## src/rtl/gen_pkg.sv

```systemverilog
// Shared types for the generator pair collector.
// Build option: GEN_COLLECTOR_COUNT_EN adds the _count port.
package gen_pkg;

   localparam int GEN_WIDTH = 32;

   typedef enum logic [2:0] {
      IDLE    = 3'd0,
      LAUNCH  = 3'd1,
      COLLECT = 3'd2,
      DRAIN   = 3'd3,
      DONE    = 3'd4
   } state_t;

   typedef struct packed {
      logic signed [GEN_WIDTH-1:0] out0;
      logic signed [GEN_WIDTH-1:0] out1;
   } pair_t;

endpackage

```

## src/rtl/pair_fifo.sv

```systemverilog
// Synchronous pair FIFO with extra-MSB pointers.
// A push into a full FIFO is taken only when a pop frees a slot.
module pair_fifo
   import gen_pkg::*;
#(
   parameter int  DEPTH = 8,
   parameter type T     = pair_t
) (
   input  logic clk,
   input  logic clr,
   input  logic push,
   input  logic pop,
   input  T     din,
   output T     head,
   output logic full,
   output logic empty,
   output logic accepted
);

   localparam int AW = $clog2(DEPTH);

   logic [AW:0] wr_q, wr_d;
   logic [AW:0] rd_q, rd_d;
   logic        do_pop;
   T            mem_q [DEPTH];

   // Status flags, accepted push/pop and next pointers.
   always_comb begin
      empty    = (wr_q == rd_q);
      full     = (wr_q[AW] != rd_q[AW]) &&
                 (wr_q[AW-1:0] == rd_q[AW-1:0]);
      do_pop   = pop && !empty;
      accepted = push && (!full || do_pop);
      wr_d     = wr_q;
      rd_d     = rd_q;
      if (clr) begin
         wr_d = '0;
         rd_d = '0;
      end else begin
         if (accepted) wr_d = wr_q + 1'b1;
         if (do_pop)   rd_d = rd_q + 1'b1;
      end
   end

   // Pointer registers.
   always_ff @(posedge clk) begin
      wr_q <= wr_d;
      rd_q <= rd_d;
   end

   // Storage; written only on an accepted push.
   always_ff @(posedge clk) begin
      if (accepted && !clr) mem_q[wr_q[AW-1:0]] <= din;
   end

   assign head = mem_q[rd_q[AW-1:0]];

endmodule

```

## src/rtl/gen_pair_collector.sv

```systemverilog
// Launches a generator, buffers its pairs, replays them downstream.
// Build option: GEN_COLLECTOR_COUNT_EN adds the _count port.
module gen_pair_collector
   import gen_pkg::*;
#(
   parameter int WIDTH = GEN_WIDTH,
   parameter int DEPTH = 8
) (
   input  logic                    _clock,
   input  logic                    _reset,
   input  logic                    _start,
   output logic                    gen_start,
   input  logic signed [WIDTH-1:0] gen_out0,
   input  logic signed [WIDTH-1:0] gen_out1,
   input  logic                    gen_valid,
   input  logic                    gen_done,
   output logic signed [WIDTH-1:0] _out0,
   output logic signed [WIDTH-1:0] _out1,
   output logic                    _valid,
   input  logic                    _ready,
   output logic                    _done,
   output logic                    _overflow
`ifdef GEN_COLLECTOR_COUNT_EN
   ,
   output logic [31:0]             _count
`endif
);

   typedef struct packed {
      logic signed [WIDTH-1:0] out0;
      logic signed [WIDTH-1:0] out1;
   } lpair_t;

   state_t state_q, state_d;
   logic   ovf_q, ovf_d;
   logic   push_req, pop, full, empty, accepted;
   lpair_t din, head;

   assign din = '{out0: gen_out0, out1: gen_out1};

   pair_fifo #(
      .DEPTH (DEPTH),
      .T     (lpair_t)
   ) u_fifo (
      .clk      (_clock),
      .clr      (_reset),
      .push     (push_req),
      .pop      (pop),
      .din      (din),
      .head     (head),
      .full     (full),
      .empty    (empty),
      .accepted (accepted)
   );

   // Run sequencing; _start is only honoured when idle or done.
   always_comb begin
      state_d = state_q;
      unique case (state_q)
         IDLE:    if (_start)   state_d = LAUNCH;
         LAUNCH:                state_d = COLLECT;
         COLLECT: if (gen_done) state_d = DRAIN;
         DRAIN:   if (empty)    state_d = DONE;
         DONE:    if (_start)   state_d = LAUNCH;
         default:               state_d = IDLE;
      endcase
   end

   // Capture, drain and sticky loss tracking.
   always_comb begin
      push_req = (state_q == COLLECT) && gen_valid;
      pop      = !empty && _ready;
      ovf_d    = ovf_q;
      if (state_q == LAUNCH)          ovf_d = 1'b0;
      else if (push_req && !accepted) ovf_d = 1'b1;
   end

   // State and overflow registers.
   always_ff @(posedge _clock) begin
      if (_reset) begin
         state_q <= IDLE;
         ovf_q   <= 1'b0;
      end else begin
         state_q <= state_d;
         ovf_q   <= ovf_d;
      end
   end

`ifdef GEN_COLLECTOR_COUNT_EN
   logic [31:0] cnt_q, cnt_d;

   // Saturating count of accepted pairs for this run.
   always_comb begin
      cnt_d = cnt_q;
      if (state_q == LAUNCH)                cnt_d = '0;
      else if (accepted && cnt_q != '1)     cnt_d = cnt_q + 32'd1;
   end

   // Counter register.
   always_ff @(posedge _clock) begin
      if (_reset) cnt_q <= '0;
      else        cnt_q <= cnt_d;
   end

   assign _count = cnt_q;
`endif

   assign gen_start = (state_q == LAUNCH);
   assign _done     = (state_q == DONE);
   assign _overflow = ovf_q;
   assign _valid    = !empty;
   assign _out0     = empty ? '0 : head.out0;
   assign _out1     = empty ? '0 : head.out1;

endmodule
```

## config.mk

```make
export PLATFORM = sky130hd
export DESIGN_NAME = gen_pair_collector
export DESIGN_NICKNAME = d
export VERILOG_FILES = /design/src/rtl/gen_pkg.sv /design/src/rtl/pair_fifo.sv /design/src/rtl/gen_pair_collector.sv
export SDC_FILE = /design/constraint.sdc
export NUM_CORES = 1
export LEC_CHECK = 0
export ABC_AREA = 0
export CAP_MARGIN = 15
export CORE_ASPECT_RATIO = 0.75
export CORE_MARGIN = 3
export CORE_UTILIZATION = 33
export CTS_CLUSTER_DIAMETER = 120
export DETAILED_ROUTE_END_ITERATION = 12
export GPL_ROUTABILITY_DRIVEN = 1
export GPL_TIMING_DRIVEN = 0
export SETUP_SLACK_MARGIN = 0.4
export SYNTH_ARGS = -nofsm -noshare
export SYNTH_HDL_FRONTEND = slang
export SYNTH_SLANG_ARGS = --single-unit
```

## constraint.sdc

```tcl
create_clock -name _clock -period 24.3 [get_ports _clock]
set_clock_uncertainty 0.05 [all_clocks]
set_input_delay 4.86 -clock _clock [delete_from_list [all_inputs] [get_ports _clock]]
set_output_delay 4.86 -clock _clock [all_outputs]
set_load 0.005 [all_outputs]
```

==> flow_summary.ini, run 1 <==
[run_status]
outcome = complete, no violations

[worst_setup_path]
cp.arrival_ps = 3620
path_delay_family = buffers and inverters
reg2reg_slack_ps = 20830
crit_top_cell = clkbuf_1
cp_num_buf_inv = 3
r2r_end = u_fifo.mem_q[6][6]
crit_type = flip-flop to primary output
reg2reg_depth = 8
critPathLaunchType = flip-flop
path_max_fanout = 10
r2r_start = u_fifo.wr_q[1]
max_stage_delay_ps = 650
critical_path.endpoint = _out0[0]
path_cells = clkbuf_1 > clkbuf_1 > mux4_2 > mux2i_1 > nor2_1 > clkdlybuf4s50_1
cp-end-kind = primary output
crit_cells = 6
crit_path_top_delay_cell = clkbuf_1
critPathRequiredTime_ps = 19390

[layout]
drive_above_1_share_pct = 22.20
syn_to_final_growth_pct = 20.97
post-route-util_pct = 40.88
nets = 1190
layout_common_cells = edfxtp_1 (512), clkdlybuf4s50_1 (136), mux4_2 (128)
final_common_cell = edfxtp_1
finalInstanceArea_um2 = 24420

[grt]
grt_max_degree = 44
grt_pass1_vias = 10105
gr-usage-all-layers_pct = 13.76
antenna_found_initial = 8
grt_overflow = 0
grt_pass1_wl_mm = 65.67

[floorplan]
core-area_um2 = 59730
rows = 77
io_pins = 138
dieArea_um2 = 64210
start_util_pct = 33.80
die_x_um = 291.6
die_height_um = 220.2

[place]
io_buffers = 136
hpwl_mm = 26.77
placed_area_um2 = 22900
place_congestion = 0.6934

[route]
drt-total-wl_mm = 43.94
dr.pass1.iters = 7
detail_route.iter0.violations = 740
vias_per_cell = 4.889
wire_per_inst_um = 22.59
drtAntennaViolNets = 0
num_vias = 9510
drc_errors = 0

[timing]
rsz0062_at_grt = no
fin_crit_sh_pct = 35.08
hold_violations = 0
period_needed_ps = 8525
hold_ws_ps = 476.8
max_clock_freq_ghz = 0.1173
worst_pin_slew_ps = 1013
timing.final.max_slew_violations = 0
setup_viol = 0
slew_headroom_pct = 31.96
setup_tns_ps = 0

[clocking]
numCtsBuffers = 52
cts_setup_buffers = 0
clock-sinks = 527
cts_hold_buffers = 0
clkTransAtPathRegs_ps = 60
cts_resized = 0
cts_root_buffer = clkbuf_16
cts_tree = built
clock_latency_ps = 600
clockBufferDepth = 3
htree_levels = 2

[power]
leakagePower_nw = 7.384
power_per_cell_area_nw_per_um2 = 76.35
fin_total_pwr_mw = 1.865
ir_worst_vdd_v = 0.00005085

[synthesis]
postSynthCellCount = 903
syn_area_um2 = 20190
synth_cell_type_count = 42
synthArstFlopShare_pct = 0
synth.ff_latch_count = 527
syn_avg_cell_area_um2 = 22.36
ys_seq_area_share_pct = 77.64
synth_warnings = 0
synth_flop_cell = edfxtp_1
synth_edf_count = 512
synth_fp_nets = 975

[job]
drv_cap = 0

[min_path]
hold_path.class = flip-flop to flip-flop
[through the flow]
step | setup slack, ps | std cells
4_1_cts | 15700 | 1943
5_1_grt | 15600 | 1943
2_1_floorplan | 8180 | 903
6_report | 15770 | 1945
3_3_place_gp | -3194 | 1829
3_5_place_dp | 16230 | 1854
[sequential cells by signal, summed over array words and instances (netlist names), named ones only]
| register | count |
|---|---|
| u_fifo.mem_q | 512 |
| u_fifo.rd_q | 4 |
| u_fifo.wr_q | 4 |
| state_q | 3 |
| _overflow | 1 |
[how the worst min path moves through the flow]
| stage | slack [ps] | from | cells past startpoint | end |
|---|---|---|---|---|
| floorplan | 430 | state_q[1] | 1 | state_q[1] |
| detailed placement | 470 | state_q[1] | 1 | state_q[1] |
| global route | 510 | u_fifo.rd_q[3] | 2 | u_fifo.rd_q[3] |
| global placement | 450 | state_q[1] | 1 | state_q[1] |
| CTS | 480 | u_fifo.rd_q[3] | 2 | u_fifo.rd_q[3] |
| finish | 480 | u_fifo.rd_q[3] | 2 | u_fifo.rd_q[3] |
[worst min-delay path: stages (launching register included)]
cell     delay [ps]
dfxtp_1         340
nand2_1          70
a31oi_1          60
[cell usage after synthesis (3+ instances only)]
library cell	n	share of area, %
xor2_1	3	0.13
a31oi_1	3	0.093
nand2_1	6	0.11
clkbuf_1	24	0.45
inv_1	5	0.093
or3_1	3	0.093
mux2i_1	66	3.3
buf_1	3	0.056
nand4_1	3	0.093
nor2_1	75	1.4
mux4_2	128	14
edfxtp_1	512	76
buf_2	17	0.42
nor2b_1	3	0.093
dfxtp_1	15	1.5
a21oi_1	3	0.074
[metal layers]
metal | track usage, % | up-vias | routed length [um]
met1 | 18.80 | 5005 | 19630
met4 | 3.459 | 10 | 579
met3 | 3.582 | 55 | 2746
met5 | 0 | - | 76
li1 | - | 4191 | -
met2 | 22.16 | 249 | 20900
[cells by family (layout without fill, tap and decap cells)]
family | Yosys count | in the layout | synth area share (%)
adder cells (fa/ha/maj) | 2 | 2 | 0.1239
multiplexers | 196 | 196 | 17.66
buffers and inverters | 51 | 301 | 1.091
other | 0 | 2 | 0
XOR/XNOR | 6 | 6 | 0.3347
AO/OA/AOI/OAI | 15 | 15 | 0.6012
AND/OR/NAND/NOR | 106 | 106 | 2.541
flip-flops | 527 | 527 | 77.64
[cell type report]
cell class	count	area, um^2
antenna	2	5.005
clock buffer	63	1364
multi-input combinational	325	4332
inverter	5	18.77
fill	5280	35310
tap	790	988.4
sequential	527	15680
buffer	46	201.4
clock inverter	26	156.4
timing repair buffer	161	1680
[power by group]
| part | switching (mW) | internal, mW | total, mW |
|---|---|---|---|
| Clock | 0.330 | 0.400 | 0.730 |
| Combinational | 0.0649 | 0.0687 | 0.134 |
| Sequential | 0.00171 | 1.00 | 1.00 |
(Power assumes the default switching activity.)
==> run 2, diff against run 1 <==
Clock period 24.3 ns to 6.83 ns, I/O delays scaled along.
==> run 2 against run 1 <==
Via count fell by 0.83%. Clock-buffer cell count is the same. Clock power grew to 3.9 times the previous value. Critical endpoint unchanged. Sequential share of layout area decreased by 0.56 points. Hold slack improved by 5.3 ps. Total power grew to 3.7 times the previous value.
==> flow_summary.ini, run 2 (synthesized netlist as in run 1, its figures left out) <==
[layout]
finalInstanceArea_um2 = 24640
syn_to_final_growth_pct = 22.04
layout_common_cells = edfxtp_1 (512), clkdlybuf4s50_1 (136), mux4_2 (128)
final_common_cell = edfxtp_1
drive_above_1_share_pct = 22.17
nets = 1186
largest_reg_flops = 512
num-fill-cells = 5245

[worst_setup_path]
crit_top_cell = clkbuf_1
cp_num_buf_inv = 3
path_max_fanout = 10
path_delay_family = buffers and inverters
critPathLaunchType = flip-flop
path_cells = clkbuf_1 > clkbuf_1 > mux4_2 > mux2i_1 > nor2_1 > clkdlybuf4s50_1
cp-end-kind = primary output
crit_path_top_delay_cell = clkbuf_1
r2r_start = u_fifo.wr_q[1]
r2r_end = u_fifo.mem_q[6][51]
reg2reg_depth = 8
reg2reg_slack_ps = 3580
max_stage_delay_ps = 660
crit_type = flip-flop to primary output
critPathRequiredTime_ps = 5410
cp.arrival_ps = 3580

[power]
power_switching_mw = 1.422
p_sw_share_pct = 20.68
fin_total_pwr_mw = 6.880
p_seq_share_pct = 51.8
ir_worst_vdd_v = 0.0001785
power_per_cell_area_nw_per_um2 = 279.2
pwr-share-comb_pct = 6.9
leakagePower_nw = 7.435
clockPowerShare_pct = 41.3
p_int_mw = 5.457

[timing]
fin_crit_sh_pct = 73.21
timing.final.max_slew_violations = 0
worst_pin_slew_ps = 938.7
setup_tns_ps = 0
hold_violations = 0
max_clock_freq_ghz = 0.2000
period_needed_ps = 5000
rsz0062_at_grt = no
slew_headroom_pct = 37.42
hold_ws_ps = 482.1
setup_slack_ps = 1830
setup_viol = 0

[grt]
antenna_found_initial = 4
grt_pass1_vias = 9978
grt_pass1_wl_mm = 65.58
gr-usage-all-layers_pct = 13.82
grt_max_degree = 41
grt_overflow = 0

[clocking]
cts_tree = built
numCtsBuffers = 53
clock-sinks = 527
cts_resized = 0
cts_root_buffer = clkbuf_16
clock_latency_ps = 610
clkTransAtPathRegs_ps = 70
cts_setup_buffers = 0
clockBufferDepth = 3
htree_levels = 2
cts_hold_buffers = 0

[route]
num_vias = 9431
vias_per_cell = 4.859
drt-total-wl_mm = 44.14
drtAntennaViolNets = 0
detail_route.iter0.violations = 719
dr.pass1.iters = 5
wire_per_inst_um = 22.74
drc_errors = 0

[place]
placed_area_um2 = 22930
place_congestion = 0.6850
io_buffers = 136
place_ws_ps = 2410
hpwl_mm = 26.89

[min_path]
hp-start = state_q[1]
min_path_cells = 1
hold_path.class = flip-flop to flip-flop
hold_end = state_q[1]

[floorplan]
dieArea_um2 = 64210
die_x_um = 291.6
start_util_pct = 33.80
core-area_um2 = 59730
io_pins = 138
die_height_um = 220.2
rows = 77

[job]
drv_cap = 0

[run_status]
outcome = complete, no violations
[run 2: cell count changes in the layout (fill, tap and decap cells not counted), moves of 3 or more]
cell	change
clkinv_2	-4
buf_8	+5
buf_2	-6
buf_4	-7
bufinv_16	+6
buf_6	+3
[run 2: worst max-delay path by stage]
stage | start | to | slack [ps] | cells after the start
after detailed placement | flip-flop | _out0[0] | 2410 | 6
after global routing | flip-flop | _out0[0] | 1670 | 6
after global placement | gen_valid | u_fifo.mem_q[7][7] | -4200 | 4
after floorplan | gen_valid | u_fifo.mem_q[7][0] | 550 | 3
after CTS | flip-flop | _out0[0] | 1750 | 6
final | flip-flop | _out0[0] | 1830 | 6
[run 2: metrics by stage]
stage	utilization, %	instances
after floorplan	-	903
after global placement	37.74	1829
after detailed placement	38.38	1849
after CTS	41.24	1940
after global routing	41.24	1940
final	41.25	1941
[run 2: power by group through the flow]
| stage | clock network, mW | registers [mW] | logic [mW] |
|---|---|---|---|
| global route | 3.04 | 3.56 | 0.522 |
| global placement | 0 | 3.63 | 0.482 |
| floorplan | 0 | 3.63 | 0.245 |
| finish | 2.84 | 3.56 | 0.477 |
| CTS | 2.91 | 3.56 | 0.493 |
| detailed placement | 0 | 3.63 | 0.492 |
[run 2: per-layer routing]
layer  up-vias  part of all wire (%)  GRT usage, %
li1       4184                     -             -
met5         -                 0.088             0
met1      5001                    46         19.24
met3        61                   4.5         2.940
met2       179                    48         22.37
met4         6                   1.7         3.526
[run 2: area by class of cell]
cell class / instances / area (um^2) / share of cell area [%]
Buffer: 46 / 201.4 / 0.8176
Antenna cell: 1 / 2.502 / 0.01016
Multi-Input combinational cell: 325 / 4344 / 17.63
Clock inverter: 28 / 344.1 / 1.397
Sequential cell: 527 / 15680 / 63.62
Tap cell: 790 / 988.4 / 4.012
Timing Repair Buffer: 156 / 1699 / 6.897
Inverter: 5 / 18.77 / 0.07618
Clock buffer: 63 / 1364 / 5.536
==> run 3, diff against run 2 <==
Clock period 6.83 ns to 4.7 ns, I/O delays scaled along.
==> run 3 against run 2 <==
Total power rose by 45%. Largest power group unchanged. Non-clock buffer count is the same. Largest cell class unchanged. First-iteration DRC count up 6.1%. Highest routed layer unchanged. Setup slack worse by 1200 ps. Hold slack got worse by 13 ps. Wire length is 0.30% lower.
==> flow_summary.ini, run 3 (synthesized netlist as in run 1, its figures left out) <==
[timing]
setup_tns_ps = 0
max_clock_freq_ghz = 0.2443
rsz0062_at_grt = no
fin_crit_sh_pct = 87.10
hold_ws_ps = 469.1
setup_viol = 0
timing.final.max_slew_violations = 0
hold_violations = 0
worst_pin_slew_ps = 921.4
period_needed_ps = 4094
slew_headroom_pct = 38.57
setup_slack_ps = 606.4

[layout]
register_area_um2 = 15680
layout_common_cells = edfxtp_1 (512), clkdlybuf4s50_1 (136), mux4_2 (128)
diodes = 0
instances_no_fill = 1947
largest_reg_flops = 512
post-route-util_pct = 41.25
drive_above_1_share_pct = 23.16
syn_to_final_growth_pct = 22.05
nets = 1185
num-fill-cells = 5234
multiInputGateArea_um2 = 4344
finalInstanceArea_um2 = 24640
final_common_cell = edfxtp_1

[power]
leakagePower_nw = 7.484
power_per_cell_area_nw_per_um2 = 405.7
ir_worst_vdd_v = 0.0002821
fin_total_pwr_mw = 9.997

[worst_setup_path]
r2r_end = u_fifo.mem_q[6][5]
crit_path_top_delay_cell = clkbuf_1
path_cells = clkbuf_2 > clkbuf_1 > mux4_2 > mux2i_1 > nor2_1 > clkdlybuf4s50_1
max_stage_delay_ps = 620
r2r_start = u_fifo.wr_q[1]
path_max_fanout = 10
reg2reg_depth = 7
cp.arrival_ps = 3100
reg2reg_slack_ps = 1710
critPathRequiredTime_ps = 3710
critPathLaunchType = flip-flop
crit_type = flip-flop to primary output
cp-end-kind = primary output

[clocking]
cts_tree = built
clock_latency_ps = 580
numCtsBuffers = 52
cts_root_buffer = clkbuf_16
htree_levels = 2
clock-sinks = 527
clockBufferDepth = 3
clkTransAtPathRegs_ps = 60

[route]
num_vias = 9478
drtAntennaViolNets = 0
detail_route.iter0.violations = 763
drc_errors = 0
vias_per_cell = 4.868
wire_per_inst_um = 22.60
drt-total-wl_mm = 44.01
dr.pass1.iters = 5

[place]
place_ws_ps = 694.9
place_congestion = 0.6761
dp_cells = 1848
hpwl_mm = 26.64
placed_area_um2 = 22920
io_buffers = 136

[floorplan]
die_height_um = 220.2
rows = 77
die_x_um = 291.6
start_util_pct = 33.80
core-area_um2 = 59730
io_pins = 138
dieArea_um2 = 64210

[min_path]
hold_path.class = flip-flop to flip-flop
min_path_cells = 2
hp-start = u_fifo.rd_q[3]
hold_end = u_fifo.rd_q[3]

[grt]
grt_max_degree = 42
gr-usage-all-layers_pct = 13.77
antenna_found_initial = 6
grt_pass1_vias = 10104
grt_pass1_wl_mm = 65.33
grt_overflow = 0

[run_status]
outcome = complete, no violations

[job]
drv_cap = 0
-- run 3: worst max path at each step --
| stage | startpoint | end |
|---|---|---|
| after floorplan | _reset | u_fifo.mem_q[7][0] |
| after global placement | _ready | u_fifo.mem_q[6][7] |
| after detailed placement | flip-flop | _out0[1] |
| after CTS | flip-flop | _out0[1] |
| after global routing | flip-flop | _out0[13] |
| final | flip-flop | _out0[13] |
-- run 3: metal layers --
layer | share of wire (%) | vias to the layer above | track usage (%)
li1 | - | 4181 | -
met3 | 6.2 | 71 | 3.060
met5 | 0.18 | - | 0
met4 | 1.7 | 12 | 3.274
met1 | 43 | 4953 | 18.35
met2 | 49 | 261 | 23.25
-- run 3: worst max-delay path, delay by kind of cell (launching register included) --
kind,cells,cell delay (ps)
buffers and inverters,3,1440
AND/OR/NAND/NOR,1,70
multiplexers,2,700
flip-flops,1,320
-- run 3: cell type report --
class | count | share of cell area [%]
clock inverters | 38 | 1.396
repair buffers | 156 | 6.931
clock buffers | 60 | 5.489
multi-input cells | 325 | 17.63
plain buffers | 46 | 0.8480
inverters | 5 | 0.07617
flip-flops and latches | 527 | 63.62
well taps | 790 | 4.012
-- run 3: timing repair --
action	CTS	global route
buffers inserted	1	0
setup endpoints to repair	64	4
gates resized for setup	3	6
pin swaps	1	0
hold buffers	0	0
-- run 3: power by group --
group / switching (mW) / total [mW] / internal, mW
Combinational: 0.338 / 0.699 / 0.361
Sequential: 0.00884 / 5.18 / 5.17
Clock: 1.73 / 4.12 / 2.40
